File: src/rtl/pixel_stream_pkg.sv
// Shared frame geometry, derived widths and streamer FSM state type.
// Also used by the sobel_filter integration.
package pixel_stream_pkg;

  localparam int unsigned ROW_WIDTH  = 256;
  localparam int unsigned HEIGHT     = 256;
  localparam int unsigned DATA_WIDTH = 8;

  // Keeps single-entry dimensions from collapsing to zero-width vectors.
  function automatic int unsigned clog2_min1(input int unsigned n);
    return (n < 2) ? 1 : $clog2(n);
  endfunction

  localparam int unsigned ColBits  = clog2_min1(ROW_WIDTH);
  localparam int unsigned RowBits  = clog2_min1(HEIGHT);
  localparam int unsigned AddrBits = clog2_min1(ROW_WIDTH * HEIGHT);

  typedef enum logic [1:0] {
    StIdle,
    StStream,
    StGap,
    StDrain
  } state_e;

endpackage

File: src/rtl/pixel_streamer_if.sv
// Control, frame-memory read and pixel-output signals of pixel_streamer.
// The master modport is the streamer side; the slave modport is its environment.
interface pixel_streamer_if #(
  parameter int unsigned DATA_WIDTH = 8,
  parameter int unsigned ADDR_WIDTH = 16
) ();

  logic                  start;
  logic                  hold;
  logic                  mem_en;
  logic [ADDR_WIDTH-1:0] mem_addr;
  logic [DATA_WIDTH-1:0] mem_rdata;
  logic [DATA_WIDTH-1:0] pixel;
  logic                  recv_data;
  logic                  busy;
  logic                  frame_done;

  modport master (
    input  start,
    input  hold,
    input  mem_rdata,
    output mem_en,
    output mem_addr,
    output pixel,
    output recv_data,
    output busy,
    output frame_done
  );

  modport slave (
    output start,
    output hold,
    output mem_rdata,
    input  mem_en,
    input  mem_addr,
    input  pixel,
    input  recv_data,
    input  busy,
    input  frame_done
  );

endinterface

File: src/rtl/pixel_streamer_raster_counter.sv
// Row/column raster position counter for pixel_streamer (module raster_counter).
// Advances one pixel per inc_i, wrapping column into row and row back to zero.
module raster_counter import pixel_stream_pkg::*; #(
  parameter int unsigned RowWidth = ROW_WIDTH,
  parameter int unsigned Height   = HEIGHT,
  parameter int unsigned ColW     = clog2_min1(RowWidth),
  parameter int unsigned RowW     = clog2_min1(Height)
) (
  input  logic            clk_i,
  input  logic            rst_ni,
  input  logic            inc_i,
  input  logic            clear_i,
  output logic [ColW-1:0] col_o,
  output logic [RowW-1:0] row_o,
  output logic            last_col_o,
  output logic            last_pixel_o
);

  logic [ColW-1:0] col_q, col_d;
  logic [RowW-1:0] row_q, row_d;
  logic            last_col;
  logic            last_row;

  assign last_col = (col_q == ColW'(RowWidth - 1));
  assign last_row = (row_q == RowW'(Height - 1));

  always_comb begin
    col_d = col_q;
    row_d = row_q;
    if (clear_i) begin
      col_d = '0;
      row_d = '0;
    end else if (inc_i) begin
      if (last_col) begin
        col_d = '0;
        row_d = last_row ? '0 : row_q + 1'b1;
      end else begin
        col_d = col_q + 1'b1;
      end
    end
  end

  always_ff @(posedge clk_i or negedge rst_ni) begin
    if (!rst_ni) begin
      col_q <= '0;
      row_q <= '0;
    end else begin
      col_q <= col_d;
      row_q <= row_d;
    end
  end

  assign col_o        = col_q;
  assign row_o        = row_q;
  assign last_col_o   = last_col;
  assign last_pixel_o = last_col && last_row;

endmodule

File: src/rtl/pixel_streamer.sv
// Streams one frame from a 1-cycle-latency frame memory as a raster pixel strobe.
// Define PIXEL_STREAMER_GAP_EN to insert GAP_CYCLES blank cycles between rows.
module pixel_streamer #(
  parameter int unsigned ROW_WIDTH  = pixel_stream_pkg::ROW_WIDTH,
  parameter int unsigned HEIGHT     = pixel_stream_pkg::HEIGHT,
  parameter int unsigned DATA_WIDTH = pixel_stream_pkg::DATA_WIDTH,
  parameter int unsigned GAP_CYCLES = 4
) (
  input logic              clk,
  input logic              rst,
  pixel_streamer_if.master bus
);

  import pixel_stream_pkg::*;

  localparam int unsigned ColW  = clog2_min1(ROW_WIDTH);
  localparam int unsigned RowW  = clog2_min1(HEIGHT);
  localparam int unsigned AddrW = clog2_min1(ROW_WIDTH * HEIGHT);

  state_e                state_q, state_d;
  logic                  recv_data_q, recv_data_d;
  logic [DATA_WIDTH-1:0] pixel_q, pixel_d;
  logic                  mem_en;
  logic                  inc;
  logic                  clear;
  logic [ColW-1:0]       col;
  logic [RowW-1:0]       row;
  logic                  last_col;
  logic                  last_pixel;

`ifdef PIXEL_STREAMER_GAP_EN
  localparam int unsigned GapW = clog2_min1(GAP_CYCLES);
  logic [GapW-1:0] gap_q, gap_d;
`endif

  raster_counter #(
    .RowWidth(ROW_WIDTH),
    .Height  (HEIGHT),
    .ColW    (ColW),
    .RowW    (RowW)
  ) u_raster (
    .clk_i       (clk),
    .rst_ni      (rst),
    .inc_i       (inc),
    .clear_i     (clear),
    .col_o       (col),
    .row_o       (row),
    .last_col_o  (last_col),
    .last_pixel_o(last_pixel)
  );

  always_comb begin
    state_d = state_q;
    mem_en  = 1'b0;
    inc     = 1'b0;
    clear   = 1'b0;
`ifdef PIXEL_STREAMER_GAP_EN
    gap_d   = gap_q;
`endif
    unique case (state_q)
      StIdle: begin
        if (bus.start) begin
          clear   = 1'b1;
          state_d = StStream;
        end
      end
      StStream: begin
        // A held read leaves row/col untouched, so a wrap simply waits for the next issued read.
        mem_en = !bus.hold;
        inc    = mem_en;
        if (mem_en && last_col) begin
          if (last_pixel) begin
            state_d = StDrain;
          end
`ifdef PIXEL_STREAMER_GAP_EN
          else if (GAP_CYCLES != 0) begin
            state_d = StGap;
            gap_d   = '0;
          end
`endif
        end
      end
`ifdef PIXEL_STREAMER_GAP_EN
      StGap: begin
        if (gap_q == GapW'(GAP_CYCLES - 1)) begin
          state_d = StStream;
          gap_d   = '0;
        end else begin
          gap_d = gap_q + 1'b1;
        end
      end
`endif
      StDrain: begin
        state_d = StIdle;
      end
      default: begin
        state_d = StIdle;
      end
    endcase
  end

  // Read data returns alongside the registered enable and is passed straight through.
  assign recv_data_d = mem_en;
  assign pixel_d     = recv_data_q ? bus.mem_rdata : pixel_q;

  always_ff @(posedge clk or negedge rst) begin
    if (!rst) begin
      state_q     <= StIdle;
      recv_data_q <= 1'b0;
      pixel_q     <= '0;
    end else begin
      state_q     <= state_d;
      recv_data_q <= recv_data_d;
      pixel_q     <= pixel_d;
    end
  end

`ifdef PIXEL_STREAMER_GAP_EN
  always_ff @(posedge clk or negedge rst) begin
    if (!rst) begin
      gap_q <= '0;
    end else begin
      gap_q <= gap_d;
    end
  end
`endif

  assign bus.mem_en     = mem_en;
  assign bus.mem_addr   = AddrW'(row) * AddrW'(ROW_WIDTH) + AddrW'(col);
  assign bus.pixel      = pixel_d;
  assign bus.recv_data  = recv_data_q;
  assign bus.busy       = (state_q != StIdle);
  assign bus.frame_done = (state_q == StDrain);

endmodule

File: src/flat_wrapper.sv
// flat-port wrapper written by rule: the top's interface ports become plain ports
module pixel_streamer_flat import pixel_stream_pkg::*;
#(
  parameter int unsigned ROW_WIDTH  = pixel_stream_pkg::ROW_WIDTH,
  parameter int unsigned HEIGHT     = pixel_stream_pkg::HEIGHT,
  parameter int unsigned DATA_WIDTH = pixel_stream_pkg::DATA_WIDTH,
  parameter int unsigned GAP_CYCLES = 4
)
  (clk, rst, bus_start, bus_hold, bus_mem_rdata, bus_mem_en, bus_mem_addr, bus_pixel, bus_recv_data, bus_busy, bus_frame_done);
  pixel_streamer_if #(.DATA_WIDTH(DATA_WIDTH), .ADDR_WIDTH(4)) bus_i ();
  input logic clk;
  input logic rst;
  input wire logic [$bits(bus_i.start)-1:0] bus_start;
  input wire logic [$bits(bus_i.hold)-1:0] bus_hold;
  input wire logic [$bits(bus_i.mem_rdata)-1:0] bus_mem_rdata;
  output wire logic [$bits(bus_i.mem_en)-1:0] bus_mem_en;
  output wire logic [$bits(bus_i.mem_addr)-1:0] bus_mem_addr;
  output wire logic [$bits(bus_i.pixel)-1:0] bus_pixel;
  output wire logic [$bits(bus_i.recv_data)-1:0] bus_recv_data;
  output wire logic [$bits(bus_i.busy)-1:0] bus_busy;
  output wire logic [$bits(bus_i.frame_done)-1:0] bus_frame_done;
  assign bus_i.start = bus_start;
  assign bus_i.hold = bus_hold;
  assign bus_i.mem_rdata = bus_mem_rdata;
  assign bus_mem_en = bus_i.mem_en;
  assign bus_mem_addr = bus_i.mem_addr;
  assign bus_pixel = bus_i.pixel;
  assign bus_recv_data = bus_i.recv_data;
  assign bus_busy = bus_i.busy;
  assign bus_frame_done = bus_i.frame_done;
  pixel_streamer #(.ROW_WIDTH(ROW_WIDTH), .HEIGHT(HEIGHT), .DATA_WIDTH(DATA_WIDTH), .GAP_CYCLES(GAP_CYCLES)) u_core (.clk(clk), .rst(rst), .bus(bus_i));
endmodule
File: config.mk
export PLATFORM = sky130hd
export DESIGN_NAME = pixel_streamer_flat
export DESIGN_NICKNAME = d
export VERILOG_FILES = /design/src/rtl/pixel_stream_pkg.sv /design/src/rtl/pixel_streamer_if.sv /design/src/rtl/pixel_streamer_raster_counter.sv /design/src/rtl/pixel_streamer.sv /design/src/flat_wrapper.sv
export SDC_FILE = /design/constraint.sdc
export NUM_CORES = 1
export LEC_CHECK = 0
export CELL_PAD_IN_SITES_DETAIL_PLACEMENT = 0
export CELL_PAD_IN_SITES_GLOBAL_PLACEMENT = 1
export CORE_UTILIZATION = 41
export DETAILED_ROUTE_END_ITERATION = 8
export PLACE_DENSITY_LB_ADDON = 0.1
export SYNTH_ARGS = -nofsm -noshare
export SYNTH_HDL_FRONTEND = slang
export SYNTH_SLANG_ARGS = --single-unit
File: constraint.sdc
create_clock -name clk -period 5.1 [get_ports clk]
set_input_delay 1.02 -clock clk [delete_from_list [all_inputs] [get_ports clk]]
set_output_delay 1.02 -clock clk [all_outputs]
set_load 0.01 [all_outputs]
# Yosys cells after proc, flatten, opt, wreduce, memory -nomap -nowiden
# Index checks and enable logic that the tools add are counted.
# totals
register_bits	27
latch_bits	0
ramBits	0
mem_bits_ro	0
inputBits	12
wordCells	39
mem_count	0
# classes
addsub	3
mul	0
div_mod_pow	0
order_cmp	0
n_eq_ne	7
shifts	0
mux	15
bitwise_logic	0
n_reduce_logical	9
# op_table
op	count
$mux 8	8
$add 8x1->8 const B	2
$eq 8x8->1 const B	2
$mux 2	3
$reduce_bool 2->1	3
$add 1x4->4 const A	1
$ne 2x1->1 const B	2
$pmux 2 s2	1
$mux 1	3
$reduce_and 3->1	1
$eq 2x1->1 const B	1
$eq 2x2->1 const B	1
$logic_and 1x1->1	2
$logic_not 2->1	1
$ne 2x2->1 const B	1
$reduce_and 2->1	1
$logic_not 1->1	1

# Logic depth before layout (Yosys ltp)
# Gate-level depths: netlist of the first run.
# logic_depth
depth_word	5
depth_mapped	6
ltp_nobuf	5

# Hierarchy
# A second synthesis of the first run with hierarchy kept.
# unflattened
hier_cells	117
area_unflattened_um2	1326.3
# modules_own_cells
module	instances	cells_each	area_per_inst_um2	seq_area_each_um2
raster_counter	1	89	873.3	400.4
pixel_streamer	1	28	452.9	275.3

# Worst setup path before layout of the first run
# OpenSTA, ideal clock, no wires.
# synth_path
path_type	input to output
start	input bus_hold
end	output bus_mem_en
arrival_time_ns	1.668
path_slack_ns	2.412
stages	3
path_buffers	1
cell_sequence	or3b_1 -> buf_2 -> clkinv_1
# synth_via
elab_chain_len	2
# synth_rtl
element	line	rtl
start: declaration	flat_wrapper.sv:14	input wire logic [$bits(bus_i.hold)-1:0] bus_hold;
$logic_not 1->1	pixel_streamer.sv:69	mem_en = !bus.hold;
$mux 1	pixel_streamer.sv:60	unique case (state_q)
end: declaration	flat_wrapper.sv:16	output wire logic [$bits(bus_i.mem_en)-1:0] bus_mem_en;
# Every way passes these cells.

# Worst setup path in the final report of the first run
# Ends and elaborated chain as after synthesis.

==> impl_results.md, run 1 <==
* Clock power frac at 19.1%
* Power density over the cells at 303.8 mW/mm²
* CP startpoint kind: input port
* Worst-path fanout max at 11
* Max Clock Skew at 9.574 ps
* Routed wire length at 2498 µm
* Internal power at 0.3386 mW
* Boundary pin count at 28
* CTS tree: yes
* Switch share at 29.85%
* Critical Path RT at 4080 ps
* Synth Instances at 124
* EDFF count, synth at 0
* Count leader, synth: dfrtp_1
* RSZ-0062 raised after global routing: no
* TritonRoute pass-1 iters at 8
* VDD IR-drop max at 126.1 µV
* Post-DP HPWL at 1862 µm
* Seq/Total Area, Yosys at 52.73%
* Final Max Tran Viols at 0
* Worst path top cell family by delay: buffers and inverters
* Distinct cells, synth at 31
* Clock Latency Late Sink at 320 ps
* Final hold vios at 0
* Adder-cell share of the synthesized area at 1.953%
* Cell leakage power at 0.6403 nW
* Simple-gate portion of the synthesized area at 21.29%
* DRC at 2
* CTS Sinks at 27
* Area Growth Syn to Fin at 24.02%
* Critical path's largest stage delay at 570 ps
* Clk root buf: clkbuf_4
* Share of layout cells above drive strength 1 at 10.00%
* PnR Total Power at 0.4827 mW
* Status: finished, violations left
* H-tree levels at 1
* Die Wd at 57.90 µm
* Core region area at 0.002853 mm²
* Worst Setup Path Type: input port to output pin
* Via count at 992
* Synth warn at 0
* Avg Vias per Cell at 5.481
* Antenna Cells at 0
* Largest family of logic cells by synthesized area: simple AND/OR/NAND/NOR gates
* Initial antenna violation count at 0
* Gp weighted congestion at 0.7496
* Synth top cells by count: 27 x dfrtp_1, 14 x nand2_1, 9 x nor2_1, 8 x mux2_2
* Synth async-reset ratio at 100.0%
* Avg WL per Cell at 13.80 µm
* FMAX at 267.4 MHz
* Die height at 57.90 µm
* Antenna Violating Nets Remaining at 0
* Total grt overflow at 0
* Area fraction of the dominant cell type after synthesis at 52.73%
* Hold bufs inserted after CTS at 0
* Die area at 0.003352 mm²
* CTS buffer count at 3
* Area contributors post-synth: dfrtp_1 53%, mux2_2 7.0%, nand2_1 4.1%
* Fin Setup TNS at 0 ps
* Critical path cell sequence: clkdlybuf4s50_1, or3b_1, clkinv_1, clkdlybuf4s50_1
* Register bit count reported by yosys at 27
* Post-route minimum period at 3740 ps
* Crit path max-delay cell type: clkdlybuf4s50_1
* R2R setup slack at 2960 ps
* Largest net degree at the start of global routing at 28
* Vias in the first global route at 956
* Top FF cell, synth: dfrtp_1
* Relative slew margins at 53.81%
* Failing checks: design-rule violations
* Max Cap Viol at 0
* Top cell by count, worst path: clkdlybuf4s50_1
* Total GRT Usage at 16.68%
* First-pass GRT wire length at 4319 µm
* Mux contribution to synthesized area at 7.813%
* Slew @ Worst Pin at 686.5 ps
* Cell taking the most area after synthesis: dfrtp_1
* Final Setup Violations at 0
* WP buf/inv at 3
* Clock-pin slew on the worst setup and hold paths at 130 ps
* Share of power burned in registers at 57.7%
* Cell row count at 19
* Nets at 165
* CP Capture Type: output pin
* Synth Net Count at 138
* Net Sw Power at 0.1441 mW
* Initial Util at 44.91%
* Post-CTS Setup Inserts at 0
* Input/output buffers at 27
* Combinational fraction of design power at 23.2%
* Hold Path Class: register to register
* Initial drt markers at 33
* Clk buf depth at 2
* # resized after CTS at 0
* Mean Syn Cell Area at 10.33 µm²
* Mapped Area at 0.001281 mm²
* Synth Area in Compound Gates at 7.910%
* Arr. time, crit path at 2720 ps
* Post-Synth XOR/XNOR Area at 4.102%
* Part of the cycle the worst path needs at 73.33%
-- sequential cells by signal, indices dropped and copies added, names as in the netlist --
register / cells
u_core.u_raster.col_o: 8
u_core.u_raster.row_o: 8
u_core.state_q: 2
u_core.pixel_q: 8
u_core.bus.recv_data: 1
-- power groups by stage --
stage	combinational, mW	sequential, mW	clock, mW
after floorplan	0.0809	0.267	0
after global placement	0.112	0.280	0
after detailed placement	0.114	0.283	0
after CTS	0.114	0.278	0.0953
after global routing	0.125	0.285	0.101
final	0.112	0.278	0.0921
-- area by class of cell --
class | count | area, µm²
Fill cell | 256 | 1264
Sequential cell | 27 | 675.6
Multi-Input combinational cell | 87 | 551.8
Timing Repair Buffer | 29 | 285.3
Tap cell | 31 | 38.79
Clock buffer | 4 | 26.28
Inverter | 3 | 11.26
-- kinds of logic after synthesis --
| kind of cell | count (synthesis) |
|---|---|
| multiplexers | 9 |
| AO/OA/AOI/OAI | 17 |
| flip-flops | 27 |
| AND/OR/NAND/NOR | 53 |
| XOR/XNOR | 6 |
| buffers and inverters | 10 |
| adder cells (fa/ha/maj) | 2 |
-- cells in the final DEF (no fill, tap or decap) --
master	n
nor3_1	2
mux2i_1	1
mux2_2	8
nand2_1	14
or3b_1	1
o311ai_0	1
or3_1	3
dfrtp_1	27
nand3_1	7
buf_4	2
nand4_1	5
clkinv_1	1
a22o_1	1
xor2_1	3
or4_1	1
clkbuf_1	1
or4_4	1
nor2_1	9
o2111ai_1	2
clkdlybuf4s50_1	27
nor3b_1	1
inv_1	2
xnor2_1	3
and3_1	3
o21ai_0	7
clkbuf_4	3
a21oi_1	5
ha_1	2
nor4_1	4
or2_2	1
and2_1	1
o22ai_1	1
-- final timing paths --
kind,depth (start not counted),start,endpoint
setup reg to reg,4,u_core.state_q[1],u_core.u_raster.row_o[4]
min in group asynchronous,2,rst,u_core.pixel_q[7]
hold reg to reg,1,u_core.state_q[1],u_core.state_q[0]
setup / recovery,4,bus_hold,bus_mem_en
max in group asynchronous,2,rst,u_core.u_raster.row_o[5]
hold / removal,1,u_core.state_q[1],u_core.state_q[0]
-- routing by layer --
metal  up-vias  track usage [%]  wire (µm)
met5         -                0          0
met1       476            23.04       1184
met3         4            2.009         80
li1        495                -          -
met2        17            27.09       1206
met4         0            6.122         27
-- through the flow --
step                hold WS [ps]  setup WS [ps]  util (%)  std cells  instance area, µm²
floorplan                  453.1           2412         -        124                1281
global placement           479.7           1389     54.78        177                1563
detailed placement         486.2           1358     54.78        177                1563
CTS                        506.8           1353     55.70        181                1589
global route               529.1           1279     55.70        181                1589
finish                     506.1           1360     55.70        181                1589
No activity file was read; power rests on OpenSTA's default activity.
==> run 2: changes to the inputs <==
CORE_UTILIZATION = 34   (was 41)
clock period = 3.38 ns   (was 5.1 ns; I/O delays follow)
==> impl_results.md, run 2 (synthesis gave the netlist of run 1 again) <==
* Max Clock Skew at 4.048 ps (was 9.574 ps)
* Final Max Tran Viols at 0 (unchanged)
* CTS Sinks at 27 (unchanged)
* Final hold vios at 0 (unchanged)
* Avg Vias per Cell at 5.136 (was 5.481)
* Via count at 1022 (was 992)
* Die Wd at 63.39 µm (was 57.90 µm)
* Post-DP HPWL at 1865 µm (was 1862 µm)
* TritonRoute pass-1 iters at 4 (was 8)
* Clock Latency Late Sink at 270 ps (was 320 ps)
* Area Growth Syn to Fin at 29.00% (was 24.02%)
* Combinational fraction of design power at 22.2% (was 23.2%)
* Clk root buf: clkbuf_8 (was clkbuf_4)
* Most frequent cells in the layout: 27 x clkdlybuf4s50_1, 27 x dfrtp_1, 14 x nand2_1 (unchanged)
* Total GRT Usage at 14.03% (was 16.68%)
* Cell row count at 21 (was 19)
* Clk buf depth at 2 (unchanged)
* CP startpoint kind: input port (unchanged)
* FMAX at 360.1 MHz
* Clock-pin slew on the worst setup and hold paths at 90 ps (was 130 ps)
* First-pass GRT wire length at 4512 µm (was 4319 µm)
* Hold Path Class: register to register (unchanged)
* Avg WL per Cell at 12.55 µm (was 13.80 µm)
* Vias in the first global route at 1006 (was 956)
* Relative slew margins at 64.78% (was 53.81%)
* Die area at 0.004018 mm² (was 0.003352 mm²)
* Initial drt markers at 29 (was 33)
* Total grt overflow at 0 (unchanged)
* Core region area at 0.003468 mm² (was 0.002853 mm²)
* Critical Path RT at 2700 ps (was 4080 ps)
* Post-CTS Setup Inserts at 0 (unchanged)
* CTS buffer count at 3 (unchanged)
* Post-route minimum period at 2777 ps
* Worst-path fanout max at 3 (was 11)
* Share of layout cells above drive strength 1 at 12.42% (was 10.00%)
* Fin Setup TNS at 0 ps (unchanged)
* Internal power at 0.5503 mW (was 0.3386 mW)
* Worst Setup Path Type: input port to output pin (unchanged)
* RSZ-0062 raised after global routing: no (unchanged)
* Critical path's largest stage delay at 530 ps (was 570 ps)
* Gp weighted congestion at 0.7988 (was 0.7496)
* Antenna Cells at 0 (unchanged)
* Nets at 168 (was 165)
* Largest net degree at the start of global routing at 28 (unchanged)
* Hold bufs inserted after CTS at 0 (unchanged)
* Critical path cell sequence: clkdlybuf4s50_1, or3b_1, clkinv_1, clkdlybuf4s50_1 (unchanged)
* Fill count at 336 (was 256)
* VDD IR-drop max at 229.3 µV (was 126.1 µV)
* Post-Place Cells at 195 (was 177)
* WP buf/inv at 3 (unchanged)
* Arr. time, crit path at 2100 ps (was 2720 ps)
* H-tree levels at 1 (unchanged)
* Slew @ Worst Pin at 523.5 ps (was 686.5 ps)
* Max Cap Viol at 0 (unchanged)
* Die height at 63.39 µm (was 57.90 µm)
* DRC at 0 (was 2)
* Initial antenna violation count at 0 (unchanged)
* Worst path top cell family by delay: buffers and inverters (unchanged)
* Status: complete, no violations (was finished, violations left)
* CP Capture Type: output pin (unchanged)
* Clock power frac at 23.9% (was 19.1%)
* Final Setup Violations at 0 (unchanged)
* Routed wire length at 2498 µm (unchanged)
* Final std cells w/o fill at 199 (was 181)
* Switch share at 29.32% (was 29.85%)
* Share of power burned in registers at 53.8% (was 57.7%)
* Part of the cycle the worst path needs at 82.16%
* Power density over the cells at 471.1 mW/mm² (was 303.8 mW/mm²)
* Boundary pin count at 28 (unchanged)
* Net Sw Power at 0.2283 mW (was 0.1441 mW)
* CTS tree: yes (unchanged)
* Input/output buffers at 27 (unchanged)
* Crit path max-delay cell type: clkdlybuf4s50_1 (unchanged)
* Antenna Violating Nets Remaining at 0 (unchanged)
* Initial Util at 36.94% (was 44.91%)
* # resized after CTS at 0 (unchanged)
* Top cell by count, worst path: clkdlybuf4s50_1 (unchanged)
* Cell leakage power at 0.6621 nW (was 0.6403 nW)
[run 2: worst register-to-register path, cell delays in order (launching register included)]
cell,delay [ps]
dfrtp_1,420
or3b_1,430
buf_4,190
or4_4,580
or3_1,330
a21oi_1,140
[run 2: power groups by stage]
stage                     Clock (mW)  Sequential, mW  Combinational [mW]
after floorplan                    0           0.403               0.122
after global placement             0           0.424               0.174
after detailed placement           0           0.426               0.175
after CTS                      0.196           0.420               0.176
after global routing           0.209           0.430               0.190
final                          0.186           0.419               0.173
[run 2: metrics by stage]
| step | util, % | instance area [µm²] | power, mW | hold WS [ps] | setup slack (ps) |
|---|---|---|---|---|---|
| after floorplan | - | 1281 | 0.5248 | 380.4 | 1145 |
| after global placement | 46.25 | 1604 | 0.5977 | 474.0 | 592.0 |
| after detailed placement | 46.25 | 1604 | 0.6019 | 480.3 | 590.2 |
| after CTS | 47.66 | 1653 | 0.7913 | 493.4 | 584.2 |
| after global routing | 47.66 | 1653 | 0.8286 | 518.3 | 550.0 |
| final | 47.66 | 1653 | 0.7786 | 491.5 | 602.9 |
[run 2: worst paths after layout]
check / from / to / slack, ps / cells past startpoint
worst min register to register: u_core.state_q[1] / u_core.state_q[0] / 490 / 1
worst min-delay path: u_core.state_q[1] / u_core.state_q[0] / 490 / 1
min in group asynchronous: rst / u_core.pixel_q[4] / 770 / 2
worst max-delay path: bus_hold / bus_mem_en / 600 / 4
worst max register to register: u_core.state_q[1] / u_core.u_raster.row_o[6] / 1240 / 5
max in group asynchronous: rst / u_core.state_q[1] / 2360 / 2
[run 2: final cells by class]
type / count / area, µm² / share of cell area [%]
inverter: 3 / 11.26 / 0.6813
sequential: 27 / 675.6 / 40.88
tap: 46 / 57.56 / 3.482
multi-input combinational: 87 / 551.8 / 33.38
clock buffer: 3 / 41.29 / 2.498
timing repair buffer: 32 / 307.8 / 18.62
clock inverter: 1 / 7.507 / 0.4542
[run 2: metal layers]
layer | up-vias | wire length (µm) | GRT usage [%]
met5 | - | 0 | 0
met2 | 26 | 1226 | 25.00
li1 | 497 | - | -
met3 | 2 | 131 | 3.623
met1 | 497 | 1128 | 16.93
met4 | 0 | 12 | 2.557
